`config.mk`:
```
export PLATFORM = sky130hd
export DESIGN_NAME = freq_meas_ctrl
export DESIGN_NICKNAME = d
export VERILOG_FILES = /design/src/rtl/freq_meas_ctrl.sv
export SDC_FILE = /design/constraint.sdc
export NUM_CORES = 1
export LEC_CHECK = 0
export CORE_ASPECT_RATIO = 0.9
export CORE_MARGIN = 2
export CORE_UTILIZATION = 55
export CTS_CLUSTER_SIZE = 12
export DETAILED_ROUTE_END_ITERATION = 10
export GPL_TIMING_DRIVEN = 1
export PLACE_DENSITY_LB_ADDON = 0.08
export SLEW_MARGIN = 10
export SYNTH_ARGS = -nofsm -noshare
export SYNTH_HDL_FRONTEND = slang
export SYNTH_SLANG_ARGS = --single-unit
```
`constraint.sdc`:
```
create_clock -name clk -period 7.05 [get_ports clk]
set_input_delay 1.7625 -clock clk [delete_from_list [all_inputs] [get_ports clk]]
set_output_delay 1.7625 -clock clk [all_outputs]
set_load 0.01 [all_outputs]
```
`src/rtl/freq_meas_ctrl.sv`:
```
// Measurement sequencer for a BCD frequency counter: clear, one-second gate, latch, display hold.
// Latency: every output is registered, so each output follows the FSM decision one cycle later.
// Backpressure: none; run=0 parks the sequencer in IDLE and a debounced key press restarts the sequence.
module freq_meas_ctrl #(
  parameter int CLK_FRE  = 12_000_000,
  parameter int HOLD_SEC = 2,
  parameter int DEB_CYC  = 240_000
) (
  input  logic       clk,
  input  logic       rst,
  input  logic       run,
  input  logic       key_n,
  output logic [3:0] sel,
  output logic       cnt_clr,
  output logic       gate_en,
  output logic       latch,
  output logic       valid,
  output logic       busy
);

  // Timer terminal values: the timer restarts at 0 on entry, so the last cycle is N-1.
  localparam logic [31:0] GATE_LAST = 32'(CLK_FRE - 1);
  localparam logic [31:0] HOLD_LAST = 32'(HOLD_SEC * CLK_FRE - 1);
  localparam logic [19:0] DEB_LAST  = 20'(DEB_CYC - 1);

  typedef enum logic [2:0] {
    IDLE  = 3'd0,
    CLEAR = 3'd1,
    GATE  = 3'd2,
    LATCH = 3'd3,
    HOLD  = 3'd4
  } state_t;

  state_t      state;
  state_t      state_nxt;
  logic [31:0] timer;

  logic        key_meta;
  logic        key_sync;
  logic        key_stable;   // debounced level, 1 = released
  logic [19:0] deb_cnt;
  logic        key_evt;

  // Two-flop synchronizer for the asynchronous push-button; rests at the released level.
  always_ff @(posedge clk) begin
    if (rst) begin
      key_meta <= 1'b1;
      key_sync <= 1'b1;
    end else begin
      key_meta <= key_n;
      key_sync <= key_meta;
    end
  end

  // Debounce: count consecutive cycles that disagree with the stable level; any agreeing cycle restarts.
  always_ff @(posedge clk) begin
    if (rst) begin
      key_stable <= 1'b1;
      deb_cnt    <= '0;
    end else if (key_sync != key_stable) begin
      if (deb_cnt == DEB_LAST) begin
        key_stable <= key_sync;
        deb_cnt    <= '0;
      end else begin
        deb_cnt <= deb_cnt + 20'd1;
      end
    end else begin
      deb_cnt <= '0;
    end
  end

  // A press fires on the cycle the low level completes its stability run, once per press.
  assign key_evt = key_stable && !key_sync && (deb_cnt == DEB_LAST);

  // Next-state selection with priority run=0, key press, then timer expiry.
  always_comb begin
    state_nxt = state;
    if (!run) begin
      state_nxt = IDLE;
    end else if (key_evt) begin
      state_nxt = (state == IDLE) ? IDLE : CLEAR;
    end else begin
      case (state)
        IDLE:    state_nxt = CLEAR;
        CLEAR:   state_nxt = GATE;
        GATE:    if (timer == GATE_LAST) state_nxt = LATCH;
        LATCH:   state_nxt = HOLD;
        HOLD:    if (timer == HOLD_LAST) state_nxt = CLEAR;
        default: state_nxt = IDLE;
      endcase
    end
  end

  // State register and per-state timer; the timer restarts on any entry, including a CLEAR re-entry.
  always_ff @(posedge clk) begin
    if (rst) begin
      state <= IDLE;
      timer <= '0;
    end else begin
      state <= state_nxt;
      if ((state_nxt != state) || key_evt) begin
        timer <= '0;
      end else if (timer != 32'hFFFF_FFFF) begin
        timer <= timer + 32'd1;
      end
    end
  end

  // Registered outputs decoded from the next state, plus source select and result-valid flag.
  always_ff @(posedge clk) begin
    if (rst) begin
      sel     <= '0;
      cnt_clr <= 1'b0;
      gate_en <= 1'b0;
      latch   <= 1'b0;
      busy    <= 1'b0;
      valid   <= 1'b0;
    end else begin
      cnt_clr <= (state_nxt == CLEAR);
      gate_en <= (state_nxt == GATE);
      latch   <= (state_nxt == LATCH);
      busy    <= (state_nxt == CLEAR) || (state_nxt == GATE) || (state_nxt == LATCH);
      if (key_evt) begin
        sel <= sel + 4'd1;
      end
      // A new source or a fresh clear invalidates the display; a completed latch validates it.
      if (key_evt) begin
        valid <= 1'b0;
      end else if (run && (state == LATCH)) begin
        valid <= 1'b1;
      end else if (state_nxt == CLEAR) begin
        valid <= 1'b0;
      end
    end
  end

endmodule

```
==> results.json <==
{
  "syn_area_sq_um": 3077,
  "finalSetupTns_ns": 0,
  "clk_pin_slew_ns": 0.07,
  "root_buffer": "clkbuf_8",
  "power_per_cell_area_nw_per_um2": 222.6,
  "synth_nets": 372,
  "required_ns": 7.31,
  "vias": 2448,
  "layout-drive-gt1-share_pct": 6.299,
  "worst_pin_slew_ns": 0.6697,
  "cts_tree": "done",
  "grt_pass1_wl_microns": 10100,
  "place_inst": 432,
  "drt_wl_total_microns": 5867,
  "placementRows": 25,
  "grt_overflow": 0,
  "final_hold_viol_count": 0,
  "hold_depth": 1,
  "ir_drop_uv": 167.5,
  "clk_latency_ns": 0.35,
  "synth-warning-count": 0,
  "r2r_start": "deb_cnt[11]$_SDFF_PP0_",
  "drt_iter0_drc": 98,
  "avgSynthCellArea_sq_um": 8.452,
  "vias_per_cell": 5.464,
  "post_cts_resized": 0,
  "ys_async_sr_fraction_pct": 0,
  "r2r-end": "valid$_SDFFE_PP0P_",
  "crit_arrival_ns": 3.52,
  "min_path_type": "reg2reg",
  "area_growth_pct": 12.53,
  "grt_setup_unrepaired": "no",
  "antenna_found_initial": 0,
  "core_area_sq_um": 5318,
  "layout_commonest_cell": "nor2_1",
  "ant_nets": 0,
  "nets": 384,
  "slew_headroom_pct": 54.94,
  "grt_pass1_vias": 2276,
  "worstSetupPathType": "in2reg",
  "diodes": 0,
  "gp_congestion": 0.8501,
  "cts_setup_buffers": 0,
  "clkSinkCount": 67,
  "die_h_microns": 74.96,
  "dp_hpwl_microns": 3983,
  "hp-start": "key_meta$_SDFF_PP1_",
  "rrSetupSlack_ns": 4.42,
  "fmax_ghz": 0.3070,
  "dieArea_sq_um": 6209,
  "grt_max_degree": 33,
  "hold_buffers": 0,
  "ctsHtreeMaxLevel": 3,
  "outcome": "finished clean",
  "start_util_pct": 57.86,
  "synthFlopType": "dfxtp_1",
  "critPathCaptureType": "flop",
  "die_w_microns": 82.84,
  "syn_inst": 364,
  "min_period_ns": 3.258,
  "synth_edf_count": 0,
  "finalSetupViolCount": 0,
  "firstDrtPassIters": 4,
  "grt_use_total_pct": 20.38,
  "cts_buffers": 9,
  "cap_violations": 0,
  "slew_viol_final": 0,
  "r2r_cells": 7,
  "layout_common_cells": "nor2_1, dfxtp_1, nand2_1",
  "wl_per_cell_microns": 13.10,
  "ios": 13,
  "ys_types": 45,
  "seq_area_frac_synth_pct": 43.59,
  "finalCritPeriodShare_pct": 46.21,
  "p_total_mw": 0.7705,
  "cp_max_fo": 32,
  "hold_path_end": "key_sync$_SDFF_PP1_",
  "port-buffer-count": 12,
  "fin_cells": 448,
  "drc_errors": 0,
  "synth-seq-cells": 67,
  "clock_skew_ns": 0.007235,
  "startpoint_type": "input port",
  "power_leakage_nw": 1.148,
  "clockBufferDepth": 2
}
-- metal layers --
metal | wire length [microns] | vias up | track usage (%) | share of wire (%)
met2 | 2580 | 32 | 33.51 | 44
met4 | 91 | 0 | 8.197 | 1.6
met3 | 208 | 8 | 6.798 | 3.5
li1 | - | 1289 | - | -
met1 | 2986 | 1119 | 25.28 | 51
met5 | 0 | - | 0 | 0
-- synthesized netlist by cell type, types with 2 or more instances --
library cell	n	area, sq um
dfxtp_1	67	1341
nor4b_1	2	17.52
nor3b_1	2	15.01
nand2_1	34	127.6
or3_1	4	25.02
a31oi_1	3	18.77
nor3_1	10	50.05
nand4b_1	3	26.28
o21ai_0	6	30.03
and2_1	2	12.51
xor2_1	30	262.8
and3_1	9	56.30
a211oi_1	2	15.01
a21oi_1	6	30.03
mux2i_1	2	20.02
ha_1	4	50.05
or4_1	4	30.03
nor2_1	71	266.5
inv_1	10	37.54
clkbuf_1	7	26.28
nand4_1	13	81.33
buf_2	4	20.02
xnor2_1	16	140.1
or2_2	2	12.51
nand3_1	20	100.1
nor4_1	12	75.07
-- area by class of cell --
class / instances / area, sq um
Fill cell: 475 / 1856
Multi-Input combinational cell: 275 / 1644
Sequential cell: 67 / 1341
Clock buffer: 12 / 155.1
Timing Repair Buffer: 13 / 127.6
Tap cell: 67 / 83.83
Clock inverter: 4 / 72.57
Inverter: 10 / 37.54
-- cell families (layout without fill, tap and decap cells) --
logic type / count (synthesis) / in the layout / synth area share, %
compound gates: 27 / 27 / 5.857
xor+xnor: 46 / 46 / 13.09
mux: 2 / 2 / 0.6507
simple gates: 196 / 196 / 32.21
flops: 67 / 67 / 43.60
fa+ha+maj: 4 / 4 / 1.627
buf+inv: 22 / 39 / 2.969
-- worst max path at each step --
stage	slack [ns]	to	cells past startpoint	start
2_1_floorplan	4.23	timer[24]$_SDFFE_PP0P_	8	run
3_3_place_gp	3.53	timer[26]$_SDFFE_PP0P_	9	run
3_5_place_dp	3.47	timer[24]$_SDFFE_PP0P_	9	run
4_1_cts	3.82	timer[24]$_SDFFE_PP0P_	9	run
5_1_grt	3.62	timer[26]$_SDFFE_PP0P_	9	run
6_report	3.79	timer[20]$_SDFFE_PP0P_	9	run
-- critical path: stages --
cell             delay (ns)
clkdlybuf4s50_1        0.53
inv_1                  0.11
nor2_1                 0.19
a21o_1                 0.15
a31oi_1                0.04
nor3_1                 0.19
o211ai_2               0.11
buf_4                  0.25
a211oi_1               0.19
-- state kept, by name, indices dropped and copies added (netlist names), 3 cells and up --
signal	flops
timer	32
state	3
deb_cnt	20
sel	4
-- through the flow --
step / area, sq um / setup WS (ns) / hold WS (ns) / utilization, %
floorplan: 3077 / 4.227 / 0.3895 / -
detailed placement: 3234 / 3.474 / 0.4040 / 60.82
global placement: 3234 / 3.535 / 0.4108 / 60.82
global route: 3462 / 3.624 / 0.4574 / 65.11
CTS: 3462 / 3.819 / 0.4369 / 65.11
finish: 3462 / 3.792 / 0.4339 / 65.11
-- power by group --
group | internal, mW | total [mW] | switching, mW
combinational | 0.00944 | 0.0240 | 0.0145
sequential | 0.382 | 0.385 | 0.00306
clock | 0.218 | 0.362 | 0.144
total | 0.609 | 0.770 | 0.161
No activity file was read; power rests on OpenSTA's default activity.
